File: src/rtl/spi_pkg.sv
// rtl/spi_pkg.sv - shared states, constants and helpers for the SPI command arbiter
//
// Purpose:
//   Common definitions imported by the arbiter, its round-robin picker and its
//   bus interface. The default command/read widths are the same constants the
//   SPI master is built with, so both sides of the command port agree.
//
// Contents:
//   DEFAULT_CMD_WIDTH   default command width (bit CMD_WIDTH-1 selects read)
//   DEFAULT_READ_WIDTH  default read data width
//   arb_state_e         arbiter FSM states IDLE / ISSUE / WAIT_RD
//   rd_bit()            index of the read/write flag inside a command word
//
// Ports: none.

package spi_pkg;

  localparam int DEFAULT_CMD_WIDTH  = 12;
  localparam int DEFAULT_READ_WIDTH = 8;

  typedef enum logic [1:0] {
    IDLE    = 2'd0,
    ISSUE   = 2'd1,
    WAIT_RD = 2'd2
  } arb_state_e;

  // The command MSB carries the direction: 1 = read, 0 = write.
  function automatic int rd_bit(input int cmd_width);
    return cmd_width - 1;
  endfunction

endpackage

File: src/rtl/spi_cmd_arbiter_if.sv
// rtl/spi_cmd_arbiter_if.sv - bus bundle between requesters, arbiter and SPI master
//
// Purpose:
//   Groups every handshake/data signal of the SPI command arbiter. Clock and
//   reset stay plain ports on the modules.
//
// Signals:
//   req_cmd     NUM_REQ*CMD_WIDTH  packed commands, slice i belongs to requester i
//   req_vld     NUM_REQ            per-requester command valid
//   req_rdy     NUM_REQ            per-requester accept (one-hot or zero)
//   rsp_vld     NUM_REQ            one-cycle read-data strobe to the owner
//   rsp_data    READ_WIDTH         shared read data, qualified by rsp_vld
//   rsp_err     1                  read timeout flag, valid with rsp_vld
//   m_cmd       CMD_WIDTH          command to the SPI master
//   m_cmd_vld   1                  command valid to the SPI master
//   m_cmd_rdy   1                  SPI master ready
//   m_read_vld  1                  SPI master read data valid
//   m_read_data READ_WIDTH         SPI master read data
//   busy        1                  arbiter owns a transaction
//   gnt_id      $clog2(NUM_REQ)    current/last granted requester
//
// Modports:
//   master  arbiter view (drives the SPI command port and the requester replies)
//   slave   environment view (requesters plus SPI master)

interface spi_cmd_arbiter_if
  import spi_pkg::*;
#(
  parameter int NUM_REQ    = 4,
  parameter int CMD_WIDTH  = DEFAULT_CMD_WIDTH,
  parameter int READ_WIDTH = DEFAULT_READ_WIDTH
) ();

  localparam int IDX_W = $clog2(NUM_REQ);

  logic [NUM_REQ*CMD_WIDTH-1:0] req_cmd;
  logic [NUM_REQ-1:0]           req_vld;
  logic [NUM_REQ-1:0]           req_rdy;
  logic [NUM_REQ-1:0]           rsp_vld;
  logic [READ_WIDTH-1:0]        rsp_data;
  logic                         rsp_err;
  logic [CMD_WIDTH-1:0]         m_cmd;
  logic                         m_cmd_vld;
  logic                         m_cmd_rdy;
  logic                         m_read_vld;
  logic [READ_WIDTH-1:0]        m_read_data;
  logic                         busy;
  logic [IDX_W-1:0]             gnt_id;

  modport master (
    input  req_cmd, req_vld, m_cmd_rdy, m_read_vld, m_read_data,
    output req_rdy, rsp_vld, rsp_data, rsp_err, m_cmd, m_cmd_vld, busy, gnt_id
  );

  modport slave (
    output req_cmd, req_vld, m_cmd_rdy, m_read_vld, m_read_data,
    input  req_rdy, rsp_vld, rsp_data, rsp_err, m_cmd, m_cmd_vld, busy, gnt_id
  );

endinterface

File: src/rtl/spi_rr_picker.sv
// rtl/spi_rr_picker.sv - combinational round-robin pick of the next requester
//
// Purpose:
//   Returns the first asserted request at or after rr_ptr, wrapping at
//   NUM_REQ-1 -> 0 (also for NUM_REQ that is not a power of two).
//
// Ports:
//   req      in   NUM_REQ          request vector
//   rr_ptr   in   $clog2(NUM_REQ)  highest-priority index this cycle
//   gnt      out  NUM_REQ          one-hot of the winner, zero when no request
//   gnt_idx  out  $clog2(NUM_REQ)  index of the winner (0 when no request)
//   any      out  1                at least one request present

module spi_rr_picker
  import spi_pkg::*;
#(
  parameter int  NUM_REQ = 4,
  localparam int IDX_W   = $clog2(NUM_REQ)
) (
  input  logic [NUM_REQ-1:0] req,
  input  logic [IDX_W-1:0]   rr_ptr,
  output logic [NUM_REQ-1:0] gnt,
  output logic [IDX_W-1:0]   gnt_idx,
  output logic               any
);

  // One extra bit so rr_ptr + offset can be wrapped by a single subtraction.
  logic [IDX_W:0]   sum;
  logic [IDX_W-1:0] idx;

  always_comb begin
    gnt     = '0;
    gnt_idx = '0;
    any     = 1'b0;
    sum     = '0;
    idx     = '0;
    for (int k = 0; k < NUM_REQ; k++) begin
      sum = {1'b0, rr_ptr} + (IDX_W + 1)'(k);
      if (sum >= (IDX_W + 1)'(NUM_REQ)) begin
        sum = sum - (IDX_W + 1)'(NUM_REQ);
      end
      idx = sum[IDX_W-1:0];
      if (!any && req[idx]) begin
        any      = 1'b1;
        gnt[idx] = 1'b1;
        gnt_idx  = idx;
      end
    end
  end

endmodule

File: src/rtl/spi_cmd_arbiter.sv
// rtl/spi_cmd_arbiter.sv - round-robin arbiter sharing one SPI master command port
//
// Purpose:
//   NUM_REQ requesters share one SPI master. A grant is held for the whole
//   transaction: a write until the master takes the command, a read until the
//   read data comes back. Read data is strobed only to the owning requester.
//
// Ports:
//   clk    in  system clock
//   rst_n  in  asynchronous active-low reset (shared with the SPI master)
//   bus    spi_cmd_arbiter_if.master: req_cmd/req_vld/req_rdy,
//          rsp_vld/rsp_data/rsp_err, m_cmd/m_cmd_vld/m_cmd_rdy,
//          m_read_vld/m_read_data, busy, gnt_id
//
// Configuration macro:
//   SPI_ARB_TIMEOUT_EN  adds a read watchdog; an unanswered read is completed
//                       with rsp_err=1 and rsp_data=0 TIMEOUT_CYCLES cycles
//                       after the master accepted it. Undefined: WAIT_RD waits
//                       forever and rsp_err is tied 0.

module spi_cmd_arbiter
  import spi_pkg::*;
#(
  parameter int NUM_REQ        = 4,
  parameter int CMD_WIDTH      = DEFAULT_CMD_WIDTH,
  parameter int READ_WIDTH     = DEFAULT_READ_WIDTH,
  parameter int TIMEOUT_CYCLES = 1024
) (
  input logic                clk,
  input logic                rst_n,
  spi_cmd_arbiter_if.master  bus
);

  localparam int IDX_W  = $clog2(NUM_REQ);
  localparam int RD_BIT = rd_bit(CMD_WIDTH);

  if (NUM_REQ < 2 || NUM_REQ > 8) begin : g_bad_num_req
    $error("spi_cmd_arbiter: NUM_REQ must be in 2..8");
  end
  if (TIMEOUT_CYCLES < 2 || TIMEOUT_CYCLES > 65535) begin : g_bad_timeout
    $error("spi_cmd_arbiter: TIMEOUT_CYCLES must be in 2..65535");
  end

  arb_state_e            state_q, state_d;
  logic [CMD_WIDTH-1:0]  buff_q, buff_d;
  logic                  is_rd_q, is_rd_d;
  logic [IDX_W-1:0]      gnt_id_q, gnt_id_d;
  logic [IDX_W-1:0]      rr_ptr_q, rr_ptr_d;
  logic [NUM_REQ-1:0]    rsp_vld_q, rsp_vld_d;
  logic [READ_WIDTH-1:0] rsp_data_q, rsp_data_d;

`ifdef SPI_ARB_TIMEOUT_EN
  // The counter is loaded with 1 on the master handshake, so it holds the
  // number of cycles elapsed since the read was accepted; the response then
  // lands exactly TIMEOUT_CYCLES cycles after that handshake.
  localparam logic [15:0] TO_LAST = 16'(TIMEOUT_CYCLES - 1);
  logic                  rsp_err_q, rsp_err_d;
  logic [15:0]           cnt_q, cnt_d;
`endif

  // Unpack the requester command slices.
  logic [CMD_WIDTH-1:0] cmd_arr [NUM_REQ];
  for (genvar i = 0; i < NUM_REQ; i++) begin : g_cmd
    assign cmd_arr[i] = bus.req_cmd[i*CMD_WIDTH +: CMD_WIDTH];
  end

  logic [NUM_REQ-1:0] pick_gnt;
  logic [IDX_W-1:0]   pick_idx;
  logic               pick_any;

  spi_rr_picker #(
    .NUM_REQ (NUM_REQ)
  ) u_picker (
    .req     (bus.req_vld),
    .rr_ptr  (rr_ptr_q),
    .gnt     (pick_gnt),
    .gnt_idx (pick_idx),
    .any     (pick_any)
  );

  always_ff @(posedge clk or negedge rst_n) begin
    if (!rst_n) begin
      state_q    <= IDLE;
      buff_q     <= '0;
      is_rd_q    <= 1'b0;
      gnt_id_q   <= '0;
      rr_ptr_q   <= '0;
      rsp_vld_q  <= '0;
      rsp_data_q <= '0;
`ifdef SPI_ARB_TIMEOUT_EN
      rsp_err_q  <= 1'b0;
      cnt_q      <= '0;
`endif
    end else begin
      state_q    <= state_d;
      buff_q     <= buff_d;
      is_rd_q    <= is_rd_d;
      gnt_id_q   <= gnt_id_d;
      rr_ptr_q   <= rr_ptr_d;
      rsp_vld_q  <= rsp_vld_d;
      rsp_data_q <= rsp_data_d;
`ifdef SPI_ARB_TIMEOUT_EN
      rsp_err_q  <= rsp_err_d;
      cnt_q      <= cnt_d;
`endif
    end
  end

  always_comb begin
    state_d    = state_q;
    buff_d     = buff_q;
    is_rd_d    = is_rd_q;
    gnt_id_d   = gnt_id_q;
    rr_ptr_d   = rr_ptr_q;
    rsp_vld_d  = '0;
    rsp_data_d = rsp_data_q;
`ifdef SPI_ARB_TIMEOUT_EN
    rsp_err_d  = 1'b0;
    cnt_d      = cnt_q;
`endif
    unique case (state_q)
      IDLE: begin
        if (pick_any) begin
          buff_d   = cmd_arr[pick_idx];
          is_rd_d  = cmd_arr[pick_idx][RD_BIT];
          gnt_id_d = pick_idx;
          state_d  = ISSUE;
        end
      end
      ISSUE: begin
        if (bus.m_cmd_rdy) begin
          // Priority moves past the requester just served, so a lone
          // requester still wins again on the very next IDLE cycle.
          rr_ptr_d = (gnt_id_q == IDX_W'(NUM_REQ - 1)) ? '0 : gnt_id_q + 1'b1;
          state_d  = is_rd_q ? WAIT_RD : IDLE;
`ifdef SPI_ARB_TIMEOUT_EN
          cnt_d    = 16'd1;
`endif
        end
      end
      WAIT_RD: begin
        // Real read data takes priority over a watchdog expiring the same cycle.
        if (bus.m_read_vld) begin
          rsp_vld_d[gnt_id_q] = 1'b1;
          rsp_data_d          = bus.m_read_data;
          state_d             = IDLE;
        end
`ifdef SPI_ARB_TIMEOUT_EN
        else if (cnt_q == TO_LAST) begin
          rsp_vld_d[gnt_id_q] = 1'b1;
          rsp_err_d           = 1'b1;
          rsp_data_d          = '0;
          state_d             = IDLE;
        end else begin
          cnt_d = cnt_q + 16'd1;
        end
`endif
      end
      default: state_d = IDLE;
    endcase
  end

  // req_rdy is gated with rst_n so nothing is accepted while reset is held.
  assign bus.req_rdy   = (rst_n && state_q == IDLE) ? pick_gnt : '0;
  assign bus.m_cmd     = buff_q;
  assign bus.m_cmd_vld = (state_q == ISSUE);
  assign bus.busy      = (state_q != IDLE);
  assign bus.gnt_id    = gnt_id_q;
  assign bus.rsp_vld   = rsp_vld_q;
  assign bus.rsp_data  = rsp_data_q;
`ifdef SPI_ARB_TIMEOUT_EN
  assign bus.rsp_err   = rsp_err_q;
`else
  assign bus.rsp_err   = 1'b0;
`endif

endmodule

File: src/flat_wrapper.sv
// flat-port wrapper written by rule: the top's interface ports become plain ports
module spi_cmd_arbiter_flat import spi_pkg::*;
#(
  parameter int NUM_REQ        = 4,
  parameter int CMD_WIDTH      = DEFAULT_CMD_WIDTH,
  parameter int READ_WIDTH     = DEFAULT_READ_WIDTH,
  parameter int TIMEOUT_CYCLES = 1024
)
  (clk, rst_n, bus_req_cmd, bus_req_vld, bus_m_cmd_rdy, bus_m_read_vld, bus_m_read_data, bus_req_rdy, bus_rsp_vld, bus_rsp_data, bus_rsp_err, bus_m_cmd, bus_m_cmd_vld, bus_busy, bus_gnt_id);
  spi_cmd_arbiter_if #(.NUM_REQ(NUM_REQ), .CMD_WIDTH(CMD_WIDTH), .READ_WIDTH(READ_WIDTH)) bus_i ();
  input logic clk;
  input logic rst_n;
  input wire logic [$bits(bus_i.req_cmd)-1:0] bus_req_cmd;
  input wire logic [$bits(bus_i.req_vld)-1:0] bus_req_vld;
  input wire logic [$bits(bus_i.m_cmd_rdy)-1:0] bus_m_cmd_rdy;
  input wire logic [$bits(bus_i.m_read_vld)-1:0] bus_m_read_vld;
  input wire logic [$bits(bus_i.m_read_data)-1:0] bus_m_read_data;
  output wire logic [$bits(bus_i.req_rdy)-1:0] bus_req_rdy;
  output wire logic [$bits(bus_i.rsp_vld)-1:0] bus_rsp_vld;
  output wire logic [$bits(bus_i.rsp_data)-1:0] bus_rsp_data;
  output wire logic [$bits(bus_i.rsp_err)-1:0] bus_rsp_err;
  output wire logic [$bits(bus_i.m_cmd)-1:0] bus_m_cmd;
  output wire logic [$bits(bus_i.m_cmd_vld)-1:0] bus_m_cmd_vld;
  output wire logic [$bits(bus_i.busy)-1:0] bus_busy;
  output wire logic [$bits(bus_i.gnt_id)-1:0] bus_gnt_id;
  assign bus_i.req_cmd = bus_req_cmd;
  assign bus_i.req_vld = bus_req_vld;
  assign bus_i.m_cmd_rdy = bus_m_cmd_rdy;
  assign bus_i.m_read_vld = bus_m_read_vld;
  assign bus_i.m_read_data = bus_m_read_data;
  assign bus_req_rdy = bus_i.req_rdy;
  assign bus_rsp_vld = bus_i.rsp_vld;
  assign bus_rsp_data = bus_i.rsp_data;
  assign bus_rsp_err = bus_i.rsp_err;
  assign bus_m_cmd = bus_i.m_cmd;
  assign bus_m_cmd_vld = bus_i.m_cmd_vld;
  assign bus_busy = bus_i.busy;
  assign bus_gnt_id = bus_i.gnt_id;
  spi_cmd_arbiter #(.NUM_REQ(NUM_REQ), .CMD_WIDTH(CMD_WIDTH), .READ_WIDTH(READ_WIDTH), .TIMEOUT_CYCLES(TIMEOUT_CYCLES)) u_core (.clk(clk), .rst_n(rst_n), .bus(bus_i));
endmodule
File: config.mk
export PLATFORM = sky130hd
export DESIGN_NAME = spi_cmd_arbiter_flat
export DESIGN_NICKNAME = d
export VERILOG_FILES = /design/src/rtl/spi_pkg.sv /design/src/rtl/spi_cmd_arbiter_if.sv /design/src/rtl/spi_rr_picker.sv /design/src/rtl/spi_cmd_arbiter.sv /design/src/flat_wrapper.sv
export SDC_FILE = /design/constraint.sdc
export NUM_CORES = 1
export LEC_CHECK = 0
export ABC_AREA = 1
export CORE_MARGIN = 2
export CORE_UTILIZATION = 38
export DETAILED_ROUTE_END_ITERATION = 12
export GPL_ROUTABILITY_DRIVEN = 0
export GPL_TIMING_DRIVEN = 0
export HOLD_SLACK_MARGIN = 0.12
export PLACE_DENSITY = 0.72
export SLEW_MARGIN = 10
export SYNTH_ARGS = -nofsm -noshare
export SYNTH_HDL_FRONTEND = slang
export SYNTH_HIERARCHICAL = 1
export SYNTH_SLANG_ARGS = --single-unit
File: constraint.sdc
create_clock -name clk -period 6 [get_ports clk]
set_input_delay 0.9 -clock clk [delete_from_list [all_inputs] [get_ports clk]]
set_output_delay 0.9 -clock clk [all_outputs]
set_load 0.02 [all_outputs]
==> flow_metrics.env <==
export IMPL_status="completed"
export IMPL_fin_setup_tns_ps=0
export IMPL_postSynthCellCount=337
export IMPL_clock_sink_count=30
export IMPL_global_route_usage_total_pct=18.5
export IMPL_num_nets_final=511
export IMPL_total_via_count_in_the_routed_design=2392
export IMPL_antenna_found_initial=0
export IMPL_wire_length_of_the_first_global_routing_pass_mm=9.76
export IMPL_synth_yosys_warnings=6
export IMPL_numCtsBuffers=5
export IMPL_port_buffer_count=94
export IMPL_r2r_start="u_core/rr_ptr_q[0]"
export IMPL_first_global_vias=2256
export IMPL_ff2ff_path_depth=15
export IMPL_post_cts_resized=0
export IMPL_peakVddDrop_v=0.000267
export IMPL_timing_max_slew_rel_slack_pct=54.7
export IMPL_grt_start_max_net_pins=32
export IMPL_fp_coreArea_um2=5960
export IMPL_max_slew_worst_pin_slew_ps=679
export IMPL_final_layout_size_suffix_gt1_share_pct=14.1
export IMPL_worst_setup_hold_path_clk_slew_ps=60
export IMPL_fp_row_count=28
export IMPL_cts_max_level=2
export IMPL_final_setup_viol_count=0
export IMPL_grt_setup_unrepaired="false"
export IMPL_cpMaxStageDelayCell="sky130_fd_sc_hd__clkdlybuf4s50_1"
export IMPL_end_of_the_worst_register_to_register_path="u_core/bus.m_cmd[9]"
export IMPL_ioPinCount=97
export IMPL_layout_filler_cells=601
export IMPL_yosys_cell_types_count=25
export IMPL_avgSynthCellArea_um2=6.96
export IMPL_pwr_density_cell_nw_per_um2=586
export IMPL_dpl_cell_area_um2=3380
export IMPL_worst_endpoint_required_ps=5100
export IMPL_final_cells=514
export IMPL_drcViolationCount=0
export IMPL_cts_root_buffer="sky130_fd_sc_hd__clkbuf_8"
export IMPL_cpPeakStageDelay_ps=610
export IMPL_worstSkewPairLatency_ps=280
export IMPL_totalWireLength_mm=5.92
export IMPL_timing_critical_path_from_type="input pin"
export IMPL_multiInputGateArea_um2=1310
export IMPL_min_delay_worst_endpoint="u_core/bus.m_cmd[2]"
export IMPL_crit_fanout=7
export IMPL_die_width_um=82.6
export IMPL_power_total_mw=2.03
export IMPL_place_inst=506
export IMPL_via_per_inst=4.65
export IMPL_drv_slew=0
export IMPL_startpoint_of_the_lowest_slack_hold_path="u_core/bus.m_cmd[2]"
export IMPL_post_drt_wl_per_cell_um=11.5
export IMPL_timing_max_cap_violations=0
export IMPL_worstHoldPathCells=2
export IMPL_clock_path_buffers=2
export IMPL_ff_latch_area_um2=751
export IMPL_critical_path_n_buffers_inverters=4
export IMPL_yosysSeqAreaShare_pct=32.0
export IMPL_crit_type="input pin to output pin"
export IMPL_timing_final_crit_period_ps=3930
export IMPL_worstHoldPathType="register to register"
export IMPL_max_freq_ghz=0.254
export IMPL_timing_final_hold_violations=0
export IMPL_final_min_period_over_clock_period_pct=65.5
export IMPL_reg2reg_setup_slack_ps=3230
export IMPL_die_area_um2=6820
export IMPL_initial_utilization_pct=39.4
export IMPL_p_leak_nw=1.76
export IMPL_hpwlAfterDp_mm=4.67
export IMPL_diodes=0
export IMPL_mappedNetlistArea_um2=2350
export IMPL_ys_seq_elements=30
export IMPL_flow_area_growth_from_synthesis_pct=47.9
export IMPL_postSynthNetCount=410
export IMPL_detailedRoute_firstIterationViolations=86
export IMPL_timing_critical_path_max_delay_family="buffers and inverters"
export IMPL_path_cells="clkdlybuf4s50_1 -> inv_1 -> nand2_1 -> nand3_4 -> nand2_4 -> nor2_1 -> a21oi_1 -> nand3_1 -> inv_1 -> nor2_1 -> clkdlybuf4s50_1"
export IMPL_worst_setup_path_end_kind="output pin"
export IMPL_fin_skew_ps=4.19
export IMPL_final_area_um2=3470
export IMPL_post_cts_setup_buffers=0
export IMPL_detailed_router_iteration_count_before_antenna_repair=4
export IMPL_global_route_overflow_total=0
export IMPL_chipHeight_um=82.6
export IMPL_arrival_time_of_the_worst_setup_path_ps=3030
export IMPL_drtAntennaViolNets=0
export IMPL_post_cts_hold_buffer_count=0
export IMPL_tritoncts_clock_tree="done"
[layer usage]
layer	track usage [%]	share of wire, %	vias up	routed length [um]
met1	21.4	42	1075	2490
li1	-	-	1239	-
met2	33.1	51	69	3010
met5	0	0	-	0
met3	4.89	5.6	9	330
met4	5.57	1.5	0	91
[kinds of logic (layout without fill, tap and decap cells)]
family | Yosys count | after routing | share of synthesized area (%)
and+or+nand+nor | 222 | 222 | 46.7
other | 1 | 1 | 0.160
buffers and inverters | 60 | 162 | 12.4
adders and majority gates | 9 | 9 | 4.80
AOI/OAI and AO/OA | 15 | 15 | 3.95
DFF | 30 | 30 | 32.0
[sequential cells by signal, summed over array words and instances, names as in the netlist]
signal / flops
u_core/bus.gnt_id: 2
u_core/bus.m_cmd: 12
u_core/bus.rsp_data: 8
u_core/bus.rsp_vld: 4
u_core/rr_ptr_q: 2
u_core/state_q: 2
[Yosys cell counts]
| cell type | number | share of area [%] |
|---|---|---|
| sky130_fd_sc_hd__a21boi_0 | 4 | 1.3 |
| sky130_fd_sc_hd__a21oi_1 | 8 | 1.7 |
| sky130_fd_sc_hd__a21oi_2 | 1 | 0.37 |
| sky130_fd_sc_hd__buf_12 | 1 | 0.85 |
| sky130_fd_sc_hd__buf_2 | 4 | 0.85 |
| sky130_fd_sc_hd__buf_4 | 5 | 1.6 |
| sky130_fd_sc_hd__buf_6 | 3 | 1.4 |
| sky130_fd_sc_hd__conb_1 | 1 | 0.16 |
| sky130_fd_sc_hd__dfrtp_1 | 30 | 32 |
| sky130_fd_sc_hd__ha_1 | 9 | 4.8 |
| sky130_fd_sc_hd__inv_1 | 43 | 6.9 |
| sky130_fd_sc_hd__inv_2 | 3 | 0.48 |
| sky130_fd_sc_hd__inv_4 | 1 | 0.27 |
| sky130_fd_sc_hd__nand2_1 | 128 | 20 |
| sky130_fd_sc_hd__nand2_2 | 14 | 3.7 |
| sky130_fd_sc_hd__nand2_4 | 9 | 4.3 |
| sky130_fd_sc_hd__nand3_1 | 48 | 10 |
| sky130_fd_sc_hd__nand3_2 | 1 | 0.43 |
| sky130_fd_sc_hd__nand3_4 | 1 | 0.75 |
| sky130_fd_sc_hd__nand4_1 | 7 | 1.9 |
| sky130_fd_sc_hd__nor2_1 | 5 | 0.80 |
| sky130_fd_sc_hd__nor2_2 | 1 | 0.27 |
| sky130_fd_sc_hd__nor2_4 | 8 | 3.8 |
| sky130_fd_sc_hd__o21ai_1 | 1 | 0.21 |
| sky130_fd_sc_hd__o21ai_2 | 1 | 0.37 |
[tightest hold or removal path: stages (launching register included)]
cell	delay, ps
sky130_fd_sc_hd__dfrtp_1	340
sky130_fd_sc_hd__nand2_1	50
sky130_fd_sc_hd__nand2_1	50
[through the flow]
| step | hold WS [ps] | setup WS, ps | util [%] |
|---|---|---|---|
| after CTS | 482 | 2070 | 58.3 |
| after global placement | 463 | 1660 | 56.8 |
| after floorplan | 488 | 3150 | - |
| after detailed placement | 464 | 2080 | 56.7 |
| final | 476 | 2070 | 58.3 |
| after global routing | 500 | 1850 | 58.3 |
[layout make-up]
class,instances,share of cell area (%)
clock inverter,2,0.360
tap,75,2.70
clock buffer,6,2.38
multi-input combinational,247,37.6
buffer,13,3.21
inverter,47,5.16
timing repair buffer,94,27.0
sequential,30,21.6
[worst max-delay path by stage]
stage                                  start  slack [ps]  depth (start not counted)             end
final                         bus_req_vld[3]        2070                         11  bus_req_rdy[3]
after global routing      u_core/rr_ptr_q[0]        1850                         11  bus_req_rdy[3]
after CTS                     bus_req_vld[3]        2070                         11  bus_req_rdy[1]
after detailed placement      bus_req_vld[3]        2080                         11  bus_req_rdy[1]
after global placement                 rst_n        1660                          4  bus_req_rdy[3]
after floorplan               bus_req_vld[3]        3150                          9  bus_req_rdy[0]
[placed cells by master (no fill, tap or decap), drive strengths merged]
master,Yosys,final
ha,9,9
nand4,7,7
clkbuf,0,6
nand2,151,151
clkdlybuf4s50,0,93
conb,1,1
nor2,14,14
clkinv,0,1
nand3,50,50
buf,13,14
a21boi,4,4
a21oi,9,9
o21ai,2,2
clkinvlp,0,1
inv,47,47
dfrtp,30,30
[report_power, final]
group          switching (mW)  leakage (nW)  total, mW  internal [mW]
sequential             0.0766         0.379      0.371          0.295
combinational           0.905          1.34       1.49          0.586
clock                  0.0797        0.0472      0.172         0.0921
total                    1.06          1.76       2.03          0.973
No activity file was read; power rests on OpenSTA's default activity.
